### config.mk
export PLATFORM = sky130hd
export DESIGN_NAME = pc_jr_fetch
export DESIGN_NICKNAME = d
export VERILOG_FILES = /design/src/rtl/pc_jr_fetch.sv
export SDC_FILE = /design/constraint.sdc
export NUM_CORES = 1
export LEC_CHECK = 0
export BUFFER_PORTS_ARGS = -buffer_cell sky130_fd_sc_hd__buf_2
export CAP_MARGIN = 20
export CORE_UTILIZATION = 48
export DETAILED_ROUTE_END_ITERATION = 10
export PLACE_DENSITY_LB_ADDON = 0.08
export SYNTH_ARGS = -nofsm -noshare
export SYNTH_HDL_FRONTEND = slang
export SYNTH_SLANG_ARGS = --single-unit
### constraint.sdc
create_clock -name clk -period 3.7 [get_ports clk]
set_clock_uncertainty 0.05 [all_clocks]
set_input_delay 0.185 -clock clk [delete_from_list [all_inputs] [get_ports clk]]
set_output_delay 0.185 -clock clk [all_outputs]
set_load 0.01 [all_outputs]
### src/rtl/pc_jr_fetch.sv
// rtl/pc_jr_fetch.sv - MIPS-subset fetch/next-PC unit with JR support; optional macro JR_ALIGN_CHECK_EN
module pc_jr_fetch #(
    parameter logic [31:0] RESET_PC = 32'h0000_0000
) (
    input  logic        clk,
    input  logic        reset,
    output logic        imem_req,
    output logic [31:0] imem_addr,
    input  logic        imem_ready,
    input  logic [31:0] imem_data,
    output logic [31:0] instr,
    output logic        instr_valid,
    input  logic        resolve_valid,
    input  logic        jr_control,
    input  logic        jump,
    input  logic        branch,
    input  logic        zero,
    input  logic [31:0] rs_data,
    output logic [31:0] pc,
    output logic [31:0] instr_count,
    output logic        halted
);

    typedef enum logic [1:0] {
        S_IDLE  = 2'd0,
        S_FETCH = 2'd1,
        S_ISSUE = 2'd2,
        S_HALT  = 2'd3
    } state_t;

    state_t      r_state;
    logic [31:0] r_pc;
    logic [31:0] r_instr;
    logic [31:0] r_count;
    logic        r_imem_req;
    logic        r_instr_valid;
    logic        r_halted;

    logic [31:0] w_pc4;
    logic [31:0] w_branch_off;
    logic [31:0] w_jr_target;
    logic        w_jr_fault;
    logic [31:0] w_next_pc;

    // JR target and misalignment policy depend on the build option
`ifdef JR_ALIGN_CHECK_EN
    assign w_jr_target = rs_data;
    assign w_jr_fault  = jr_control && (rs_data[1:0] != 2'b00);
`else
    assign w_jr_target = rs_data & 32'hFFFF_FFFC;
    assign w_jr_fault  = 1'b0;
`endif

    // Next-PC selection: JR beats jump beats taken branch beats sequential
    always_comb begin
        w_pc4        = r_pc + 32'd4;
        w_branch_off = {{14{r_instr[15]}}, r_instr[15:0], 2'b00};
        w_next_pc    = w_pc4;
        if (jr_control) begin
            w_next_pc = w_jr_target;
        end else if (jump) begin
            w_next_pc = {w_pc4[31:28], r_instr[25:0], 2'b00};
        end else if (branch && zero) begin
            w_next_pc = w_pc4 + w_branch_off;
        end
    end

    // Fetch/issue FSM with registered handshake outputs; reset has top priority
    always_ff @(posedge clk) begin
        if (reset) begin
            r_state       <= S_IDLE;
            r_pc          <= RESET_PC;
            r_instr       <= 32'd0;
            r_count       <= 32'd0;
            r_imem_req    <= 1'b0;
            r_instr_valid <= 1'b0;
            r_halted      <= 1'b0;
        end else begin
            case (r_state)
                S_IDLE: begin
                    r_state    <= S_FETCH;
                    r_imem_req <= 1'b1;
                end
                S_FETCH: begin
                    if (imem_ready) begin
                        r_instr       <= imem_data;
                        r_imem_req    <= 1'b0;
                        r_instr_valid <= 1'b1;
                        r_state       <= S_ISSUE;
                    end
                end
                S_ISSUE: begin
                    if (resolve_valid && w_jr_fault) begin
                        r_instr_valid <= 1'b0;
                        r_halted      <= 1'b1;
                        r_state       <= S_HALT;
                    end else if (resolve_valid) begin
                        r_pc          <= w_next_pc;
                        r_count       <= r_count + 32'd1;
                        r_instr_valid <= 1'b0;
                        r_imem_req    <= 1'b1;
                        r_state       <= S_FETCH;
                    end
                end
                S_HALT: begin
                    r_imem_req    <= 1'b0;
                    r_instr_valid <= 1'b0;
                end
                default: begin
                    r_state       <= S_IDLE;
                    r_imem_req    <= 1'b0;
                    r_instr_valid <= 1'b0;
                end
            endcase
        end
    end

    assign imem_req    = r_imem_req;
    assign imem_addr   = r_pc;
    assign instr       = r_instr;
    assign instr_valid = r_instr_valid;
    assign pc          = r_pc;
    assign instr_count = r_count;
    assign halted      = r_halted;

endmodule
==> results.tsv, run 1 <==
metric	value	unit
status	completed	
antenna violations before repair	2	
Final Critical Period	3.63	ns
warnings from Yosys	0	
vias in the first global route	6637	
WP data arrival	3.80	ns
most frequent CP cell	a221oi_2	
initial core utilization	0.496	
CTS Buffer Depth	2	
unrepaired setup endpoints after global routing	true	
detailed placement HPWL	15.2	mm
first drt pass iteration count	5	
Setup Viol. Count Final	0	
first-pass GRT wire length	33.1	mm
Fillers	1312	
leading area contributor after synthesis	dfxtp_1	
CP Max Fanout	6	
Max Clk Rate	275	MHz
sequential element share of the synthesized area	0.283	
Synth Register Bits	98	
Ports	203	
Yosys top cell area share	0.283	
post-route DRC violation count	0	
largest net degree at the start of global routing	90	
Netlist Area Pre-Place	6940	µm²
DIE AREA	14900	µm²
Peak VDD IR	0.224	mV
Rows	43	
Post-synth EDFFs	0	
clk sinks	98	
routed wire length	21.3	mm
# port buffers	195	
Die X	122	µm
H-Tree Depth	3	
most common library cells after synthesis	135 x nand2_1, 98 x a21oi_1, 98 x dfxtp_1	
diode count	0	
WL per Instance	16.3	µm
CP Class	register to register	
asr flop ratio synth	0	
Worst Setup Start Kind	register	
Total GRT Usage	0.284	
max cap viols	0	
CTS tree	built	
share of cells above drive strength 1	0.319	
Main synth FF type	dfxtp_1	
max-slew violation count	0	
Worst EP required	3.86	ns
Syn Inst Count	910	
fin util	0.636	
Critical R2R Launch	imem_addr[2]	
hold_sp	imem_data[6]	
via-per-instance ratio	5.54	
syn avg cell area	7.62	µm²
Netlist cell types	71	
reg2reg setup slack	0.07	ns
DRT iter0 DRCs	442	
leakage power	4.21	nW
Worst Hold Path EP	instr[6]	
Overflow after GRT	0	
CP Capture Type	register	
Synth area leaders	dfxtp_1 28%, nand2_1 7.3%, a21oi_1 7.1%, ha_1 6.9%, xnor2_1 4.8%	
total CTS buffers	9	
Die Y	122	µm
final RePlAce weighted congestion	0.909	
register clock-pin slew on the reported worst setup and hold paths	0.07	ns
Worst Setup SP	imem_addr[2]	
Worst Max-Slew Pin Slew	0.979	ns
Slowest-stage cell, CP	dfxtp_4	
clock latency at the later pin of the worst-skew pair	0.36	ns
Syn-to-layout area delta	28.3	%
r2r worst-path depth	15	
Critical R2R Capture	imem_addr[23]	
Min-Delay Path Class	input pin to register	
worst hold path depth	3	
Crit path largest cell delay	0.39	ns
vias	7226	
relative slew slack	0.348	
Routed Antenna Nets	0	
power per cell area	278	nW/µm²
top-count cell post-synth	nand2_1	
worst setup margin	0.0666	ns
Core Box Area	14000	µm²
Nets	1231	
DP Worst Slack	-0.0449	ns
critical-path cell list	nand2_2 > nor4_4 > and4_1 > xor2_2 > ha_4 > nand2_1 > a21oi_1 > a221oi_2 > nand3_2 > o2111ai_2 > nand2b_1 > or2_0 > a311o_1 > a221oi_2 > nor3_1	
crit share post-route	0.982	
Fin. Hold Viols	0	
clk root buf	clkbuf_16	
## cell usage in the layout (no fill, tap or decap), types with 18 or more instances in the layout
master and count:
nand3_1 22, o21ai_0 52, nand2_1 132, dfxtp_1 94, nand4_1 18, xnor2_1 26
nor2_1 78, buf_2 195, ha_1 30, a21oi_1 92, buf_4 78, xor2_1 36
## repair_timing
item,4_1_cts,5_1_grt
resized for setup,6,58
gates cloned,0,0
endpoints found under the hold margin,6,0
buffers inserted,2,5
endpoints found under the setup margin,4,11
pin swaps,6,24
hold buffers,6,0
## per-layer routing
metal / GRT usage / vias up / routed length (µm)
met5: 0 / - / 30
met2: 0.459 / 223 / 9810
met3: 0.0553 / 24 / 1370
met4: 0.0861 / 4 / 387
met1: 0.379 / 3369 / 9700
li1: - / 3606 / -
## critical path, delay by kind of cell, from the launching register on
family                     cells  cell delay [ns]
xor gates and xnor gates       1             0.22
DFF                            1             0.39
adders and majority gates      1             0.26
AOI/OAI and AO/OA              5             1.16
and+or+nand+nor                8             1.40
## layout make-up
type / count / area [µm²] / area share
Clock buffer: 9 / 225 / 0.0253
Clock inverter: 6 / 48.8 / 0.00548
Inverter: 16 / 60.1 / 0.00675
Multi-Input combinational cell: 716 / 4740 / 0.533
Sequential cell: 98 / 1970 / 0.222
Tap cell: 180 / 225 / 0.0253
Timing Repair Buffer: 279 / 1620 / 0.182
## power breakdown
group          leakage [nW]  switching (mW)  internal [mW]
logic                  3.28           0.258          0.190
registers             0.797          0.0347           1.08
clock network         0.130           0.442          0.461
total                  4.21           0.735           1.74
## how the worst max path moves through the flow
stage | endpoint | slack, ns
after global placement | imem_addr[30] | 0.005
after CTS | imem_addr[23] | -0.03
after global routing | imem_addr[23] | -0.12
after floorplan | imem_addr[23] | 0.004
final | imem_addr[23] | 0.07
after detailed placement | imem_addr[30] | -0.04
## cells by family (layout without fill, tap and decap cells)
| kind of cell | count (synthesis) | count (layout) | share of synthesized area |
|---|---|---|---|
| DFF | 98 | 98 | 0.283 |
| buffers and inverters | 100 | 310 | 0.0835 |
| other | 1 | 5 | 0.000541 |
| and+or+nand+nor | 337 | 337 | 0.227 |
| adders and majority gates | 39 | 39 | 0.0714 |
| muxes | 3 | 3 | 0.00433 |
| xor gates and xnor gates | 76 | 76 | 0.0960 |
| AOI/OAI and AO/OA | 256 | 256 | 0.234 |
## sequential cells by signal (all words and copies together) (netlist names)
name / count
imem_addr: 30
imem_req: 1
instr: 32
instr_count: 32
instr_valid: 1
r_state: 2
## through the flow
| stage | instances | total power [mW] | hold WS [ns] | cell area [µm²] | TNS (ns) |
|---|---|---|---|---|---|
| after floorplan | 914 | 1.41 | 0.268 | 6960 | 0 |
| after global placement | 1276 | 1.56 | 0.378 | 8180 | 0 |
| after detailed placement | 1276 | 1.56 | 0.380 | 8180 | -0.109 |
| after CTS | 1299 | 2.46 | 0.000970 | 8550 | -0.0277 |
| after global routing | 1304 | 2.57 | 0.0102 | 8900 | -0.330 |
| final | 1304 | 2.47 | 0.00416 | 8900 | 0 |
Note: power is estimated with default switching activity, not from simulation.
==> run 2: changes to the inputs <==
- CORE_UTILIZATION: 48 -> 45
- PLACE_DENSITY: unset -> 0.86
- PLACE_DENSITY_LB_ADDON: 0.08 -> unset
==> results.tsv, run 2 (synthesis gave the netlist of run 1 again) <==
metric	value	unit
reg2reg setup slack	0.03	ns
share of cells above drive strength 1	0.311	
clock latency at the later pin of the worst-skew pair	0.36	ns
status	completed	
Die Y	126	µm
power per cell area	290	nW/µm²
Core Box Area	15100	µm²
most frequent cells in the layout	195 x buf_2, 132 x nand2_1, 94 x a21oi_1	
vias	7353	
Ports	203	
first drt pass iteration count	5	
Worst Setup SP	imem_addr[4]	
CP Class	register to register	
detailed placement HPWL	15.3	mm
antenna violations before repair	1	
first-pass GRT wire length	34.1	mm
met2 routed WL	10.3	mm
Worst Max-Slew Pin Slew	0.993	ns
setup TNS	0	ns
register clock-pin slew on the reported worst setup and hold paths	0.07	ns
CTS Buffer Depth	2	
largest net degree at the start of global routing	90	
clk sinks	98	
most common cell after layout, fill and taps aside	buf_2	
relative slew slack	0.338	
r2r worst-path depth	15	
Routed Antenna Nets	0	
# port buffers	195	
total CTS buffers	9	
worst hold slack	0.00870	ns
Max Clk Rate	273	MHz
CTS tree	built	
Die X	126	µm
DIE AREA	15900	µm²
vias in the first global route	6878	
max cap viols	0	
Peak VDD IR	0.201	mV
Nets	1211	
Worst Setup Start Kind	register	
met3 routed WL	1.45	mm
Setup Viol. Count Final	0	
Critical R2R Launch	imem_addr[4]	
routed wire length	21.5	mm
M1 WL	9.17	mm
uppermost layer routed	met5	
WP data arrival	3.90	ns
Min-Delay Path Class	input pin to register	
Overflow after GRT	0	
Rows	45	
final RePlAce weighted congestion	0.928	
initial core utilization	0.458	
diode count	0	
Worst setup endpoint	imem_addr[30]	
WL per Instance	16.6	µm
Worst EP required	3.93	ns
H-Tree Depth	3	
unrepaired setup endpoints after global routing	true	
leakage power	4.13	nW
via-per-instance ratio	5.69	
Fin. Hold Viols	0	
Fillers	1320	
crit share post-route	0.992	
hold_buf cts	0	
Critical R2R Capture	imem_addr[30]	
clk root buf	clkbuf_16	
DRT iter0 DRCs	496	
max-slew violation count	0	
Syn-to-layout area delta	25.6	%
Final Critical Period	3.67	ns
CP Capture Type	register	
Total GRT Usage	0.267	
post-route DRC violation count	0	
CP Max Fanout	5	
## run 2: cell count changes in the layout (fill, tap and decap cells not counted), sizes merged
| cell | previous run | this run |
|---|---|---|
| bufinv | 0 | 1 |
| dlygate4sd3 | 6 | 0 |
| buf | 273 | 259 |
| inv | 19 | 18 |
| clkbuf | 9 | 10 |
| clkinvlp | 2 | 1 |
| clkinv | 1 | 2 |
## run 2: area by class of cell
cell class | instances | area, µm² | share of cell area
multi-input cells | 716 | 4690 | 0.538
clock buffers | 10 | 229 | 0.0263
well taps | 188 | 235 | 0.0270
clock inverters | 6 | 75.1 | 0.00861
flip-flops and latches | 98 | 1970 | 0.226
repair buffers | 259 | 1460 | 0.167
inverters | 16 | 60.1 | 0.00689
## run 2: metrics by stage
stage	power [mW]	util	area, µm²	setup WS (ns)	std cells
after floorplan	1.41	-	6960	0.00374	914
after global placement	1.54	0.535	8100	0.0173	1272
after detailed placement	1.55	0.535	8100	-0.0773	1272
after CTS	2.52	0.556	8420	0.00174	1288
after global routing	2.63	0.575	8720	-0.201	1293
final	2.53	0.575	8720	0.0308	1293
## run 2: worst min path at each step
stage	end	depth (start not counted)	slack (ns)	start
after CTS	instr[22]	3	0.004	imem_data[22]
final	instr[15]	3	0.009	imem_data[15]
after global placement	instr[9]	3	0.38	imem_data[9]
after floorplan	instr[10]	2	0.27	imem_data[10]
after global routing	instr[22]	3	0.006	imem_data[22]
after detailed placement	instr[22]	3	0.38	imem_data[22]
## run 2: layer usage
metal,GRT usage,vias to the layer above
met2,0.457,286
li1,-,3575
met3,0.0569,54
met5,0,-
met4,0.0921,2
met1,0.331,3436
## run 2: report_power, final
| group | internal, mW | switching (mW) | total, mW | leakage, nW |
|---|---|---|---|---|
| registers | 1.09 | 0.0335 | 1.12 | 0.798 |
| clock network | 0.534 | 0.441 | 0.975 | 0.145 |
| logic | 0.176 | 0.257 | 0.433 | 3.18 |
| total | 1.80 | 0.732 | 2.53 | 4.13 |
## run 2: critical path, cell delays in order (launching register included)
cell,delay [ns]
dfxtp_4,0.37
nand4_1,0.20
nor4_4,0.33
and4_1,0.31
xor2_2,0.22
ha_4,0.26
and4_2,0.25
a21oi_2,0.15
o21ai_2,0.08
a31oi_4,0.16
o21ai_2,0.07
a41o_1,0.24
a221oi_2,0.29
xor2_1,0.12
a311o_1,0.36
a21oi_1,0.13
## run 2: what timing repair did
action	CTS	global route
endpoints found under the setup margin	4	7
pin swaps	4	10
resized for setup	6	55
setup buffers	0	5
hold endpoints to repair	0	0
cloned	0	0
==> run 3: changes to the inputs <==
- PLACE_DENSITY: 0.86 -> unset
- PLACE_DENSITY_LB_ADDON: unset -> 0.25
==> results.tsv, run 3 (synthesis gave the netlist of run 1 again) <==
metric	value	unit
max-slew violation count	0	
Sequential Power Share	0.445	
Worst Hold Path EP	instr[6]	
Core Box Area	15100	µm²
register clock-pin slew on the reported worst setup and hold paths	0.08	ns
r2r worst-path depth	16	
clk root buf	clkbuf_16	
Comb pwr share	0.178	
Max Clk Rate	275	MHz
Pint	1.75	mW
Ports	203	
status	completed	
Syn-to-layout area delta	27.9	%
CTS tree	built	
largest net degree at the start of global routing	90	
Switching Fraction	0.305	
DIE AREA	15900	µm²
Non-Filler Instances	1316	
worst hold slack	0.00930	ns
Worst Max-Slew Pin Slew	0.994	ns
WL per Instance	16.4	µm
share of cells above drive strength 1	0.309	
Total Power	2.51	mW
Critical R2R Capture	imem_addr[31]	
most common cell after layout, fill and taps aside	buf_2	
first-pass GRT wire length	34.0	mm
initial core utilization	0.458	
placed insts	1285	
first drt pass iteration count	5	
setup TNS	0	ns
relative slew slack	0.338	
Peak VDD IR	0.188	mV
diode count	0	
antenna violations before repair	0	
power per cell area	283	nW/µm²
Setup Viol. Count Final	0	
via-per-instance ratio	5.47	
Fin. Hold Viols	0	
H-Tree Depth	3	
Critical R2R Launch	imem_addr[4]	
Final Critical Period	3.64	ns
CTS Buffer Depth	2	
DRT iter0 DRCs	342	
worst hold path depth	3	
fin util	0.586	
# port buffers	195	
Routed Antenna Nets	0	
leakage power	4.18	nW
detailed placement HPWL	15.3	mm
Nets	1234	
Die Y	126	µm
clock latency at the later pin of the worst-skew pair	0.36	ns
routed wire length	21.5	mm
vias in the first global route	6672	
Worst Setup Start Kind	register	
max cap viols	0	
clock share of power	0.377	
most frequent cells in the layout	195 x buf_2, 134 x nand2_1, 94 x a21oi_1	
reg2reg setup slack	0.06	ns
post-route DRC violation count	0	
final RePlAce weighted congestion	0.895	
Die X	126	µm
Worst EP required	3.91	ns
Switch Pwr	0.766	mW
WP data arrival	3.84	ns
CP Class	register to register	
CP Max Fanout	4	
Rows	45	
clk sinks	98	
CP Capture Type	register	
Total GRT Usage	0.266	
Fillers	1427	
hold_sp	imem_data[6]	
crit share post-route	0.983	
vias	7204	
total CTS buffers	9	
unrepaired setup endpoints after global routing	true	
Overflow after GRT	0	
Min-Delay Path Class	input pin to register	
-- run 3: changes by cell type in the layout (fill, tap and decap cells not counted), sizes merged --
cell / delta
inv: +1
buf: +13
clkbuf: -1
clkinv: +1
dlygate4sd3: +10
bufinv: -1
-- run 3: area by class of cell --
cell class / count / area, µm² / share of cell area
Timing Repair Buffer: 282 / 1650 / 0.186
Inverter: 16 / 60.1 / 0.00677
Multi-Input combinational cell: 716 / 4650 / 0.524
Clock inverter: 7 / 72.6 / 0.00818
Clock buffer: 9 / 225 / 0.0254
Sequential cell: 98 / 1970 / 0.222
Tap cell: 188 / 235 / 0.0265
-- run 3: critical path: stages, from the launching register on --
cell	delay, ns
dfxtp_4	0.37
nand4_1	0.20
nor4_4	0.18
buf_4	0.18
buf_4	0.15
nand2_1	0.15
nor2_1	0.16
xor2_1	0.20
ha_1	0.29
nor2b_1	0.14
o21ai_0	0.22
nand3_1	0.19
a41o_1	0.28
a211oi_2	0.21
xnor2_1	0.19
nor4b_1	0.09
a211o_1	0.29
-- run 3: timing repair --
action	4_1_cts	5_1_grt
endpoints found under the setup margin	5	9
setup buffers	1	4
hold buffers	10	0
gates resized for setup	6	44
pin swaps	1	16
endpoints found under the hold margin	10	0
-- run 3: through the flow --
stage / setup WS, ns / area [µm²]
after global placement: -0.0294 / 8200
after floorplan: 0.00374 / 6960
final: 0.0632 / 8870
after CTS: 0.00139 / 8620
after detailed placement: -0.125 / 8200
after global routing: -0.195 / 8870
-- run 3: power by group through the flow --
stage | sequential [mW] | clock, mW | combinational (mW)
3_3_place_gp | 1.14 | 0 | 0.414
5_1_grt | 1.12 | 0.999 | 0.491
4_1_cts | 1.12 | 0.966 | 0.430
2_1_floorplan | 1.16 | 0 | 0.249
6_report | 1.12 | 0.948 | 0.446
3_5_place_dp | 1.14 | 0 | 0.418
-- run 3: worst max path at each step --
| stage | endpoint | start | slack, ns | cells past startpoint |
|---|---|---|---|---|
| 3_5_place_dp | imem_addr[31] | imem_addr[4] | -0.13 | 16 |
| 5_1_grt | imem_addr[24] | imem_addr[10] | -0.20 | 17 |
| 6_report | imem_addr[31] | imem_addr[4] | 0.06 | 16 |
| 4_1_cts | imem_addr[31] | imem_addr[10] | 0.001 | 17 |
| 2_1_floorplan | imem_addr[23] | imem_addr[4] | 0.004 | 17 |
| 3_3_place_gp | imem_addr[30] | imem_addr[4] | -0.03 | 15 |
-- run 3: per-layer routing --
| layer | global-route usage | vias to the layer above | share of wire |
|---|---|---|---|
| li1 | - | 3615 | - |
| met1 | 0.344 | 3343 | 0.45 |
| met2 | 0.443 | 222 | 0.47 |
| met3 | 0.0535 | 24 | 0.060 |
| met4 | 0.0886 | 0 | 0.017 |
| met5 | 0 | - | 0 |
